--- src/rtl/pwm_multi.sv ---
// -----------------------------------------------------------------------------
// pwm_multi
//   Multi-channel PWM generator. All channels share one period counter. The
//   period, the alignment mode and the per-channel duty values are
//   double-buffered: cfg_wr captures them into pending registers, and they are
//   copied into the active set only at a period boundary (count == 0 while
//   enabled). This means a running waveform never shows a truncated or extra
//   pulse. While disabled, the pending set is copied through immediately.
//
// Ports
//   clk          in   1          system clock, rising edge
//   rst_n        in   1          asynchronous reset, active low
//   en           in   1          1 = run, 0 = counter held at 0 and outputs low
//   period       in   WIDTH      counter top value, captured by cfg_wr
//   mode         in   1          0 = edge-aligned, 1 = center-aligned
//   duty         in   NCH*WIDTH  channel i duty = duty[i*WIDTH +: WIDTH]
//   cfg_wr       in   1          single-cycle strobe that captures period/mode/duty
//   PWM_sig      out  NCH        registered PWM outputs
//   period_start out  1          registered pulse on the first output cycle of a period
// -----------------------------------------------------------------------------
module pwm_multi #(
  parameter int WIDTH = 8,
  parameter int NCH   = 4
) (
  input  logic                 clk,
  input  logic                 rst_n,
  input  logic                 en,
  input  logic [WIDTH-1:0]     period,
  input  logic                 mode,
  input  logic [NCH*WIDTH-1:0] duty,
  input  logic                 cfg_wr,
  output logic [NCH-1:0]       PWM_sig,
  output logic                 period_start
);

  localparam logic [WIDTH-1:0] ONE = WIDTH'(1);
  localparam logic DIR_UP   = 1'b0;
  localparam logic DIR_DOWN = 1'b1;

  // Pending (shadow) configuration
  logic [WIDTH-1:0]     per_pend_q, per_pend_d;
  logic                 mode_pend_q, mode_pend_d;
  logic [NCH*WIDTH-1:0] duty_pend_q, duty_pend_d;
  logic                 pend_vld_q, pend_vld_d;

  // Active configuration
  logic [WIDTH-1:0]     per_act_q, per_act_d;
  logic                 mode_act_q, mode_act_d;
  logic [NCH*WIDTH-1:0] duty_act_q, duty_act_d;

  // Counter and outputs
  logic [WIDTH-1:0]     cnt_q, cnt_d;
  logic                 dir_q, dir_d;
  logic [NCH-1:0]       pwm_q, pwm_d;
  logic                 pstart_q, pstart_d;

  logic                 boundary;
  logic                 byp;
  logic                 ld_pend;

  // ---------------------------------------------------------------------------
  // Configuration update. The "effective" values (written into the active set)
  // are also what the counter and comparators use in the boundary cycle, so the
  // output produced from count 0 already belongs to the new period.
  // ---------------------------------------------------------------------------
  always_comb begin
    boundary = en && (cnt_q == '0);
    byp      = boundary && cfg_wr;
    ld_pend  = pend_vld_q && (boundary || !en) && !byp;

    per_act_d  = per_act_q;
    mode_act_d = mode_act_q;
    duty_act_d = duty_act_q;
    if (byp) begin
      per_act_d  = period;
      mode_act_d = mode;
      duty_act_d = duty;
    end else if (ld_pend) begin
      per_act_d  = per_pend_q;
      mode_act_d = mode_pend_q;
      duty_act_d = duty_pend_q;
    end

    per_pend_d  = per_pend_q;
    mode_pend_d = mode_pend_q;
    duty_pend_d = duty_pend_q;
    pend_vld_d  = pend_vld_q;
    if (cfg_wr && !byp) begin
      per_pend_d  = period;
      mode_pend_d = mode;
      duty_pend_d = duty;
      pend_vld_d  = 1'b1;
    end else if (ld_pend || byp) begin
      // A bypass write supersedes anything still pending.
      pend_vld_d  = 1'b0;
    end
  end

  // ---------------------------------------------------------------------------
  // Shared period counter
  // ---------------------------------------------------------------------------
  always_comb begin
    cnt_d = '0;
    dir_d = DIR_UP;
    if (en && (per_act_d != '0)) begin
      if (!mode_act_d) begin
        cnt_d = (cnt_q >= per_act_d) ? '0 : cnt_q + ONE;
      end else if (cnt_q == '0) begin
        cnt_d = ONE;
        dir_d = DIR_UP;
      end else if ((cnt_q >= per_act_d) || (dir_q == DIR_DOWN)) begin
        // Turning at the top (>= guards against any stale count above P).
        cnt_d = cnt_q - ONE;
        dir_d = DIR_DOWN;
      end else begin
        cnt_d = cnt_q + ONE;
        dir_d = DIR_UP;
      end
    end
  end

  // ---------------------------------------------------------------------------
  // Output comparators (registered, one cycle behind the count)
  // ---------------------------------------------------------------------------
  always_comb begin
    for (int i = 0; i < NCH; i++) begin
      pwm_d[i] = en && (cnt_q < duty_act_d[i*WIDTH +: WIDTH]);
    end
    pstart_d = boundary;
  end

  always_ff @(posedge clk or negedge rst_n) begin
    if (!rst_n) begin
      per_pend_q  <= '0;
      mode_pend_q <= 1'b0;
      duty_pend_q <= '0;
      pend_vld_q  <= 1'b0;
      per_act_q   <= '0;
      mode_act_q  <= 1'b0;
      duty_act_q  <= '0;
      cnt_q       <= '0;
      dir_q       <= DIR_UP;
      pwm_q       <= '0;
      pstart_q    <= 1'b0;
    end else begin
      per_pend_q  <= per_pend_d;
      mode_pend_q <= mode_pend_d;
      duty_pend_q <= duty_pend_d;
      pend_vld_q  <= pend_vld_d;
      per_act_q   <= per_act_d;
      mode_act_q  <= mode_act_d;
      duty_act_q  <= duty_act_d;
      cnt_q       <= cnt_d;
      dir_q       <= dir_d;
      pwm_q       <= pwm_d;
      pstart_q    <= pstart_d;
    end
  end

  assign PWM_sig      = pwm_q;
  assign period_start = pstart_q;

endmodule
--- config.mk ---
export PLATFORM = sky130hd
export DESIGN_NAME = pwm_multi
export DESIGN_NICKNAME = d
export VERILOG_FILES = /design/src/rtl/pwm_multi.sv
export SDC_FILE = /design/constraint.sdc
export NUM_CORES = 1
export LEC_CHECK = 0
export CAP_MARGIN = 20
export CORE_ASPECT_RATIO = 0.75
export CORE_MARGIN = 10
export CORE_UTILIZATION = 35
export DETAILED_ROUTE_END_ITERATION = 12
export HOLD_SLACK_MARGIN = 0.06
export PLACE_DENSITY_LB_ADDON = 0.3
export SYNTH_ARGS = -nofsm -noshare
export SYNTH_HDL_FRONTEND = slang
export SYNTH_SLANG_ARGS = --single-unit
--- constraint.sdc ---
create_clock -name clk -period 13.2 [get_ports clk]
set_input_delay 3.3 -clock clk [delete_from_list [all_inputs] [get_ports clk]]
set_output_delay 3.3 -clock clk [all_outputs]
set_load 0.02 [all_outputs]
==> summary by stage, run 1 <==
Status
The run finished with clean final reports.

Logic synthesis
In this run the cell area of the synthesized design comes to 5310 um2. Synthesis produced a netlist with a net count of 562. The netlist uses 59 different library cells. The main flop type after synthesis is sky130_fd_sc_hd__dfrtp_1.

The cell count after synthesis is 479. The register bit count reported by yosys is 97. Each instance of the synthesized netlist takes up on average 11.1 um2. The synthesized design devotes to its leading area cell type between 40% and 50% of total area. During synthesis, Yosys emitted a total of 0 warnings. Summed over all instances, the cell type with the most area after synthesis is sky130_fd_sc_hd__dfrtp_1.

Ranked by instance count, the synthesized netlist is headed by sky130_fd_sc_hd__dfrtp_1, sky130_fd_sc_hd__inv_1, sky130_fd_sc_hd__mux2_2. In the post-synthesis netlist, the biggest area contributors are sky130_fd_sc_hd__dfrtp_1, sky130_fd_sc_hd__ha_1, sky130_fd_sc_hd__mux2_2. The number of enable flip-flop cells after synthesis is 0.

Sequential elements use a little under half of the synthesized area. Counting flops with an async set or reset pin after synthesis yields a share of 100%. The leading cell type by number of instances after synthesis is sky130_fd_sc_hd__dfrtp_1.

Global route
The remaining global-route overflow is 0. The first global-routing pass estimated about 22,000 um of wire. The via count of the first global-routing pass is slightly above 4,000. For this run, the total global-route usage over all layers was measured as 13.4%. The number of antenna violations at the first check in global routing is 0. Entering global routing, the biggest net connects 82 pins.

Worst setup path
The worst setup path is launched from an input port. Walking the worst path, the cells encountered are clkdlybuf4s50_1 > a21oi_1 > a21o_2 > a222oi_1 > ha_1 > nand2b_1 > a21oi_1 > o31ai_1 > nand3_1 > and3b_2 > nor4_1. Of all nets on the critical path, the largest fanout is 29. The kind of cell adding the most delay to the critical path is compound AO/OA/AOI/OAI gates. STA classifies the critical path endpoint as a register. STA puts the critical path data required time at 13,430 ps. For this design, the slowest cell found on the critical path is sky130_fd_sc_hd__o31ai_1. The arrival time at the worst endpoint is ~7500 ps. The library cell appearing most often on the critical path is sky130_fd_sc_hd__a21oi_1. The critical path is of the in2reg type. The peak per-stage delay on the critical path is 760 ps.

The number of buffers and inverters on the critical path is 1.

Floorplanning
The starting density of the core is 36.2%. The floorplan has 38 rows. The height of the die is 127 um.

The number of I/O pins is 50. The placeable core area is 14,600 um2. The die is 162 um wide. The floorplan step defined a die boundary enclosing 20,500 um2.

CTS
The quantity of hold-fixing buffers added after cts is 0. The clock latency reported for the late side of the worst-skew pair is 340 ps. The clock passes through at most 2 buffers. The TritonCTS clock tree is done. The clock slew seen by the registers of the worst setup and hold paths is 60 ps. The count of buffers added by post-CTS timing repair for setup is 0. The TritonCTS sink count is 97. The H-tree generated during clock tree synthesis spans 3 levels.

Buffers inserted during clock tree synthesis total 9. In this run the clock root is driven by a sky130_fd_sc_hd__clkbuf_16. The post-cts sizing count is 0.

Pwr
The power dissipated by switching net loads is just over 500 uW. The leakage dissipation is approximately 0.0028 uW. The switching fraction of total power is 38.8%. The maximum ir drop on the vdd rail is 0.0000786 V.

The sequential share of power is 36.9%. The relative contribution of the clock network to total power is 20.3%. The power per cell area is 210 nW/um2. The internal power consumption is about 810 uW.

Combinational cells account for between 40% and 50% of the total power.

Final layout
Cells fill a little over two fifths of the core in the end. In the final layout, the share of cells above drive strength 1 is 14.9%. The area growth from synthesis to final layout is 18.0%.

0 antenna diodes ended up in the layout. The count of nets after finishing is 602.

Routing
For this run, the detailed router's first-pass iteration total came to 9. After detailed routing, the average wire length per cell comes to around 19 um. In this run the remaining antenna-violating nets after routing total 0. The total vias in the final route is 4,148. The routed wire length is 13,700 um. For this block, the initial DRC count from the detailed router was roughly 370. Using the TritonRoute via totals, the vias-per-cell ratio works out to 5.74. The number of remaining DRC errors is 0.

Placed design
The final HPWL from detailed placement is 9310 um. The count of buffers added on input and output ports is 49. The final weighted congestion in routability-driven placement is 0.882. Prior to clock tree synthesis, the placed netlist has a worst setup slack of 5660 ps.

STA
The timing-limited maximum frequency is roughly 140 MHz. The final worst hold slack is between 500 and 600 ps. The routed design could run at a clock period as short as 7310 ps. In the finished design, the share of the clock period the worst path needs comes to a little under three fifths. Setup slack closes at 5890 ps. The max-slew violation count is 0. Setup repair after global routing left no endpoint under its margin. The hold violation total from the final report is 0.

The slew at the pin closest to its max-slew limit is ~870 ps. For the final routed database, the setup TNS stands at 0 ps. The remaining max-slew budget at the tightest pin is 41.6%. For the final database, setup skew stands at 6.92 ps.

Setup violations remaining at the end of the flow were counted as 0.

Hold path
The path class of the lowest-slack min-delay path is reg2reg.

Job
Across the run, the number of max-cap violations was 0.
[routing by layer]
layer  vias up  track usage [%]  share of wire (%)
met5         -                0                  0
met4         0             2.78               0.71
met3         8             3.88                7.5
met2       174             19.8                 43
met1      2060             19.0                 49
li1       1906                -                  -
[area by class of cell]
cell class	count	area, um2
fill	1404	8380
sequential	97	2430
multi-input combinational	310	2540
clock buffer	11	253
clock inverter	4	52.6
inverter	46	173
tap	200	250
timing repair buffer	55	566
[worst paths after layout]
path / cells after the start / slack [ps] / startpoint / end
max: 11 / 5890 / cfg_wr / cnt_q[5]$_DFF_PN0_
min: 1 / 510 / duty_pend_q[10]$_DFFE_PN0P_ / duty_pend_q[10]$_DFFE_PN0P_
max reg2reg: 13 / 8200 / cnt_q[0]$_DFF_PN0_ / cnt_q[5]$_DFF_PN0_
min reg2reg: 1 / 510 / duty_pend_q[10]$_DFFE_PN0P_ / duty_pend_q[10]$_DFFE_PN0P_
max in group asynchronous: 3 / 9490 / rst_n / duty_act_q[7]$_DFF_PN0_
min in group asynchronous: 1 / 2810 / rst_n / per_pend_q[6]$_DFFE_PN0P_
[metrics by stage]
| step | power (uW) | cells | cell area [um2] |
|---|---|---|---|
| after floorplan | 890 | 479 | 5310 |
| after global placement | 1020 | 706 | 5910 |
| after detailed placement | 1040 | 707 | 5930 |
| after CTS | 1320 | 722 | 6230 |
| after global routing | 1420 | 723 | 6260 |
| final | 1320 | 723 | 6260 |
[cell usage in the layout (no fill, tap or decap), types with 8 or more instances in the layout]
| cell | Yosys | layout |
|---|---|---|
| sky130_fd_sc_hd__nor3_1 | 13 | 13 |
| sky130_fd_sc_hd__a222oi_1 | 29 | 29 |
| sky130_fd_sc_hd__clkbuf_16 | 0 | 9 |
| sky130_fd_sc_hd__nand3_1 | 20 | 20 |
| sky130_fd_sc_hd__nor4_1 | 8 | 8 |
| sky130_fd_sc_hd__a21oi_1 | 26 | 26 |
| sky130_fd_sc_hd__o21ai_0 | 14 | 14 |
| sky130_fd_sc_hd__clkdlybuf4s50_1 | 0 | 48 |
| sky130_fd_sc_hd__mux2_2 | 40 | 40 |
| sky130_fd_sc_hd__ha_1 | 38 | 38 |
| sky130_fd_sc_hd__nor2_1 | 10 | 9 |
| sky130_fd_sc_hd__inv_1 | 45 | 45 |
| sky130_fd_sc_hd__nand2_1 | 13 | 13 |
| sky130_fd_sc_hd__dfrtp_1 | 97 | 97 |
[power groups by stage]
stage	Clock, uW	Sequential, uW	Combinational (uW)
2_1_floorplan	0	464	426
3_3_place_gp	0	487	534
3_5_place_dp	0	489	556
4_1_cts	275	485	562
5_1_grt	284	498	633
6_report	268	486	562
[cells by family (layout without fill, tap and decap cells)]
logic type,Yosys count,in the layout,share of synthesized area (%)
AOI/OAI and AO/OA,117,117,17.1
adders and majority gates,38,38,8.96
buffers and inverters,72,116,6.65
DFF,97,97,45.8
muxes,45,45,9.43
and+or+nand+nor,110,110,12.1
[sequential cells by signal, indices dropped and copies added (netlist names)]
name          count
duty_act_q       32
duty_pend_q      32
cnt_q             8
per_act_q         8
per_pend_q        8
PWM_sig           4
dir_q             1
mode_act_q        1
mode_pend_q       1
pend_vld_q        1
period_start      1
Power figures use the tool's default switching activity.
==> run 2: changes to the inputs <==
clock period = 6.5 ns   (was 13.2 ns; I/O delays follow)
==> summary by stage, run 2 (same netlist as run 1, synthesis figures left out) <==
Status
The flow ran to the end, and the final reports show no timing, DRC or antenna violations.

STA
Setup repair after global routing left no endpoint under its margin. The hold violation total from the final report is 0. The max-slew violation count was 0.

The post-route clock skew is a little over 7 ps. For the finished layout, the period the worst path requires is 5400 ps. The slew at the pin closest to its max-slew limit is between 800 and 900 ps. In the finished design, the share of the clock period the worst path needs comes to 83.1%. The worst pin sits at a relative slew slack of 42.3%. The final-layout setup total negative slack is 0 ps.

The final setup slack of the worst path is 1100 ps. Static timing analysis puts the maximum clock frequency at 185 MHz. Setup violations remaining at the end of the flow were counted as 0.

Job
The number of max-cap violations is 0.

Global route
The remaining global-route overflow is 0. The via count of the first global-routing pass is 4,108. The maximum number of pins on one net before global-route repair is 55. The all-layer global routing usage is 13.5%. The first global-routing pass estimated 22,400 um of wire. The number of antenna violations at the first check in global routing came to 0.

Final layout
For this run, the number of standard cells in the final layout without fillers is 724. Leaving out fill and tap cells, the most frequent cell in the layout is sky130_fd_sc_hd__dfrtp_1. The count of nets after finishing is between 600 and 700. The share of final-layout standard cells stronger than drive strength 1 is 14.9%. The filler cells instantiated in the layout total 1,444. The top cell types in the final layout, fill and taps aside, are sky130_fd_sc_hd__dfrtp_1, sky130_fd_sc_hd__clkdlybuf4s50_1, sky130_fd_sc_hd__inv_1. In the final layout, the registers with the most flip-flops are duty_act_q (32), duty_pend_q (32). The final instance area is 6230 um2.

The number of antenna cells inserted is 0. The area growth from synthesis to final layout is 17.4%.

CTS
In this run the clock root is driven by a sky130_fd_sc_hd__clkbuf_16. The number of clock buffers inserted by TritonCTS is 9. Post-CTS repair changed the size of 0 cells. The clock latency reported for the late side of the worst-skew pair is about 350 ps. The count of buffers added by post-CTS timing repair for setup is 0. The TritonCTS clock tree is done. In this run the deepest clock path goes through 2 buffers.

The clock slew seen by the registers of the worst setup and hold paths is 60 ps. The H-tree was split into 3 levels. The quantity of hold-fixing buffers added after cts is 0. Counting every sink on the clock net gives 97.

Placed design
Port buffering added 49 buffers. The total cell area at the placement stage is 5920 um2. OpenSTA, run right after detailed placement, puts the worst setup slack at slightly below 900 ps. The final weighted congestion in routability-driven placement is around 0.85. The HPWL after detailed placement is 9810 um.

Counting tap cells, the placed design contains a total of between 700 and 800 instances.

Worst setup path
In this run the critical register-to-register path is launched from cnt_q[0]$_DFF_PN0_. The category of the most critical setup path is in2reg. Tracing the worst setup path back leads to its startpoint at en. The arrival time at the worst endpoint is 5640 ps.

At the worst endpoint, the required time is 6740 ps. Of all nets on the critical path, the largest fanout is 29. The reg2reg setup slack is around 1500 ps. The worst setup path is launched from an input port. The kind of capture point of the worst setup path is a register.

Routing
The routed wire length is approximately 14,000 um. The final antenna-violating net count is 0. After detailed routing, the number of remaining DRC violations is 0.

After the first detailed-routing iteration, the DRC count stood at approximately 340. For this block, the via count after detailed routing is around 4,000. The number of iterations in the first detailed-routing pass is 8. The vias per cell is 5.68. In the final routed layout, each cell accounts on average for ~19 um.

Pwr
The power per cell area is 428 nW/um2. IR analysis of the VDD net gives a maximum drop of 0.000174 V. For this design the static power due to leakage is 0.00274 uW.

Floorplanning
Pin placement for this block handled 50 I/O pins. The starting density of the core is 36.2%. The floorplan has 38 rows. The die area is 20,500 um2. The floorplan step set the die height to 127 um. The core region is between 10,000 and 15,000 um2. In this run the horizontal extent of the chip is between 150 and 200 um.

Hold path
The worst hold path begins at duty_pend_q[22]$_DFFE_PN0P_. The min-delay analysis places its worst path in the category reg2reg.
==> run 2: cell types whose count changed in the layout (fill, tap and decap cells not counted), sizes merged <==
cell	previous run	this run
clkinv	3	1
inv	46	47
clkinvlp	0	2
==> run 2: worst max-delay path, stage by stage <==
cell,delay [ps]
sky130_fd_sc_hd__clkdlybuf4s50_1,560
sky130_fd_sc_hd__a21oi_1,550
sky130_fd_sc_hd__a21o_2,600
sky130_fd_sc_hd__a222oi_1,300
sky130_fd_sc_hd__ha_1,360
sky130_fd_sc_hd__nand2b_1,110
sky130_fd_sc_hd__a21oi_1,120
sky130_fd_sc_hd__o31ai_1,700
sky130_fd_sc_hd__a21boi_0,240
sky130_fd_sc_hd__o21ai_0,180
sky130_fd_sc_hd__nor4b_1,250
==> run 2: where the power goes <==
part	internal [uW]	total (uW)	switching, uW	leakage (uW)
logic	476	1130	657	0.00142
clock network	311	549	238	0.000142
registers	836	984	148	0.00118
==> run 2: routing by layer <==
metal	share of wire (%)	vias up	global-route usage, %	wire length (um)
li1	-	1912	-	-
met1	48	2038	19.1	6590
met2	44	147	20.2	6030
met3	7.1	14	3.39	982
met4	1.1	0	3.20	150
met5	0	-	0	0
==> run 2: final cells by class <==
type                    instances  area [um2]  area share, %
flip-flops and latches         97        2430           39.0
repair buffers                 55         533           8.56
multi-input cells             310        2540           40.8
clock buffers                  11         243           3.90
well taps                     200         250           4.02
clock inverters                 5        62.6           1.00
inverters                      46         173           2.77
==> run 2: worst paths after layout <==
| path | to | cells past startpoint |
|---|---|---|
| max | cnt_q[4]$_DFF_PN0_ | 11 |
| min | duty_pend_q[22]$_DFFE_PN0P_ | 1 |
| max reg2reg | cnt_q[4]$_DFF_PN0_ | 13 |
| min reg2reg | duty_pend_q[22]$_DFFE_PN0P_ | 1 |
| max in group asynchronous | duty_act_q[6]$_DFF_PN0_ | 2 |
| min in group asynchronous | duty_pend_q[11]$_DFFE_PN0P_ | 1 |
==> run 2: through the flow <==
step           hold WS (ps)  util [%]  total power (uW)
5_1_grt                 523      42.5              2860
6_report                509      42.5              2670
2_1_floorplan           458         -              1810
3_3_place_gp            489      40.5              2070
4_1_cts                 505      42.5              2690
3_5_place_dp            490      40.5              2120
==> run 3: changes to the inputs <==
clock period = 4.35 ns   (was 6.5 ns; I/O delays follow)
==> summary by stage, run 3 (same netlist as run 1, synthesis figures left out) <==
Placed design
The instance count after placement with tap cells included is between 700 and 800. The HPWL after detailed placement is roughly 10,000 um. The port buffer count is just under 50. The congestion estimate from routability-driven global placement came to slightly above 0.9.

STA
The setup-violating endpoint count in the final report is 0. At the pin with the least slew margin, the transition time is a little under 700 ps. The remaining max-slew budget at the tightest pin is 53.7%. The hold violation total from the final report is 0. Setup repair after global routing left no endpoint under its margin. The fraction of the cycle the final worst path needs is about 92%.

Between clock sinks in the finished design, the worst skew comes to a little under 8 ps. On the final layout, the worst hold slack is around 510 ps. The timing-limited maximum frequency is 249 MHz.

The max-slew violation count is 0. The final critical path time including I/O delays and setup is 4020 ps. The final-layout setup total negative slack is 0 ps.

Pwr
For this design the ratio of total power to cell area is approximately 660 nW/um2. Sequential cells burn 32.8% of the power. Of the total power, the share spent switching nets is between 30 and 40%. The total power consumption of the routed design is 4360 uW. The relative contribution of the clock network to total power is 22.4%. Across the VDD grid, the largest voltage drop is 0.000266 V. Summed over all cells, the static leakage comes to 0.00298 uW. The internal power consumption is 2750 uW. The logic gate share of total power is 44.8%. For this design the total switching power over the nets is 1620 uW.

Floorplanning
The number of I/O pins is 50. The placeable core area is approximately 15,000 um2. From left edge to right edge, the die measures 162 um. The height of the die is ~130 um. The die area is about 21,000 um2. The number of placement rows is 38. The starting density of the core is 36.2%.

Routing
Summed over all layers, the routed wires come to ~14,000 um. The count of nets left with antenna violations once routing finished came out at 0. Dividing the detail-routed wire length by the instance count gives 19.1 um.

For this run, design rule violations remaining after detail routing come to 0. The vias per cell is about 5.6. The first TritonRoute pass finished after 6 iterations. For this block, the initial DRC count from the detailed router was 411. The total vias in the final route is between 4,000 and 5,000.

Final layout
In the layout the commonest cells are sky130_fd_sc_hd__dfrtp_1, sky130_fd_sc_hd__clkdlybuf4s50_1, sky130_fd_sc_hd__inv_1. The leading cell type in the layout, fill and taps excluded is sky130_fd_sc_hd__dfrtp_1. The largest registers in the layout are duty_act_q (32), duty_pend_q (32). The area growth from synthesis to final layout is 24.4%.

The share of the core filled with cells in the final layout is 45.1%. The share of final-layout standard cells stronger than drive strength 1 is 20.5%. The count of nets after finishing is 639. The number of non-filler instances in the completed layout is 760. The number of antenna cells inserted is 0.

Worst setup path
The launch point of the worst reg-to-reg path is cnt_q[0]$_DFF_PN0_. Among all stages on the critical path, the largest delay is contributed by sky130_fd_sc_hd__or4_1. The peak per-stage delay on the critical path is between 400 and 500 ps. Along the worst path, the maximum fanout reaches 7. In this run the critical register-to-register path is captured at cnt_q[7]$_DFF_PN0_.

The worst endpoint required time is 4580 ps. The worst path buffer plus inverter count is 3. The number of cells on the worst reg-to-reg path is 15. The signal on the critical path passes through clkdlybuf4s50_1 > a21oi_1 > buf_4 > nand2_1 > o211ai_1 > a21oi_1 > ha_1 > or4_1 > a21oi_1 > o31ai_1 > buf_4 > a21oi_1 > nor3_1 > nor4b_1. The kind of capture point of the worst setup path is a register. The kind of cell adding the most delay to the critical path is compound AO/OA/AOI/OAI gates. The worst setup path is launched from an input port. The category of the most critical setup path is in2reg. The cell that appears most often on the critical path is sky130_fd_sc_hd__a21oi_1. For the worst setup path, the data arrival time is between 4000 and 5000 ps.

In this run the register-to-register setup slack is 540 ps.

Global route
The maximum number of pins on one net before global-route repair is between 80 and 90. The remaining global-route overflow is 0. The number of antenna violations at the first check in global routing was 0. The via count of the first global-routing pass is 4,353. The global-route wire length before repair is 23,500 um. For this run, the total global-route usage over all layers was measured as 14.2%.

CTS
The quantity of hold-fixing buffers added after cts is 0. The clock reaches the later pin of the worst-skew pair after between 300 and 400 ps. The TritonCTS sink count is 97. The number of H-tree levels is 3. Counting the buffers created by CTS gives 9. The count of buffers added by post-CTS timing repair for setup is 0. The clock root buffer is sky130_fd_sc_hd__clkbuf_16. After clock tree synthesis, the clock-pin slew on the worst setup and hold paths is 70 ps. The TritonCTS clock tree is done. The clock tree buffer depth is 2.

Status
The run finished with clean final reports.

Hold path
The path with the worst hold slack has its endpoint at duty_pend_q[15]$_DFFE_PN0P_. The worst hold path begins at duty_pend_q[15]$_DFFE_PN0P_. Along the worst hold path, the cell count comes to 1. The path class of the lowest-slack min-delay path is reg2reg.

Job
The number of max-cap violations is 0.
run 3: changes by cell type in the layout (fill, tap and decap cells not counted):
| cell | change |
|---|---|
| sky130_fd_sc_hd__buf_4 | +35 |
| sky130_fd_sc_hd__bufinv_16 | +3 |
| sky130_fd_sc_hd__clkinvlp_4 | -2 |
| sky130_fd_sc_hd__buf_12 | +1 |
| sky130_fd_sc_hd__buf_16 | +1 |
| sky130_fd_sc_hd__clkbuf_1 | -1 |
| sky130_fd_sc_hd__clkbuf_8 | -1 |
| sky130_fd_sc_hd__clkdlybuf4s50_1 | -1 |
| sky130_fd_sc_hd__clkinv_4 | -1 |
| sky130_fd_sc_hd__dlymetal6s2s_1 | +1 |
| sky130_fd_sc_hd__inv_6 | +1 |
run 3: area by class of cell:
cell class / instances / area (um2)
fillers: 1393 / 8040
multi-input cells: 310 / 2540
flip-flops and latches: 97 / 2430
repair buffers: 92 / 846
well taps: 200 / 250
clock buffers: 9 / 225
inverters: 46 / 173
clock inverters: 6 / 138
run 3: per-layer routing:
metal	vias up	wire, um	global-route usage (%)
met5	-	0	0
li1	1985	-	-
met4	0	137	3.15
met3	13	1120	3.72
met2	165	6350	21.3
met1	2103	6880	20.1
run 3: stage by stage:
| stage | cell area (um2) | worst slack (ps) |
|---|---|---|
| floorplan | 5310 | 239 |
| global placement | 6210 | 25.3 |
| detailed placement | 6210 | -128 |
| CTS | 6570 | 208 |
| global route | 6600 | 132 |
| finish | 6600 | 331 |
run 3: worst max path at each step:
stage,startpoint,endpoint,slack (ps),cells after the start
4_1_cts,cfg_wr,cnt_q[5]$_DFF_PN0_,210,13
6_report,en,cnt_q[7]$_DFF_PN0_,330,14
3_5_place_dp,cfg_wr,cnt_q[5]$_DFF_PN0_,-130,13
5_1_grt,en,cnt_q[2]$_DFF_PN0_,130,14
2_1_floorplan,cnt_q[0]$_DFF_PN0_,cnt_q[5]$_DFF_PN0_,240,16
3_3_place_gp,cfg_wr,cnt_q[5]$_DFF_PN0_,30,13
run 3: worst reg2reg max path: stages, from the launching register on:
cell	delay (ps)
sky130_fd_sc_hd__dfrtp_1	380
sky130_fd_sc_hd__inv_1	80
sky130_fd_sc_hd__ha_1	230
sky130_fd_sc_hd__or3b_2	490
sky130_fd_sc_hd__buf_4	210
sky130_fd_sc_hd__nor3_1	190
sky130_fd_sc_hd__a311o_1	170
sky130_fd_sc_hd__a21oi_1	70
sky130_fd_sc_hd__ha_1	230
sky130_fd_sc_hd__or4_1	490
sky130_fd_sc_hd__a21oi_1	240
sky130_fd_sc_hd__o31ai_1	120
sky130_fd_sc_hd__buf_4	180
sky130_fd_sc_hd__a21oi_1	240
sky130_fd_sc_hd__nor3_1	80
sky130_fd_sc_hd__nor4b_1	300
run 3: power groups by stage:
| stage | clock network (uW) | registers [uW] | logic (uW) |
|---|---|---|---|
| 6_report | 975 | 1430 | 1960 |
| 5_1_grt | 1030 | 1470 | 2170 |
| 4_1_cts | 999 | 1430 | 1950 |
| 3_5_place_dp | 0 | 1440 | 1950 |
| 3_3_place_gp | 0 | 1430 | 1870 |
| 2_1_floorplan | 0 | 1410 | 1290 |
run 3: timing repair:
| action | 4_1_cts | 5_1_grt |
|---|---|---|
| endpoints found under the hold margin | 0 | 0 |
| gates resized for setup | 0 | 1 |
| endpoints found under the setup margin | 0 | 2 |
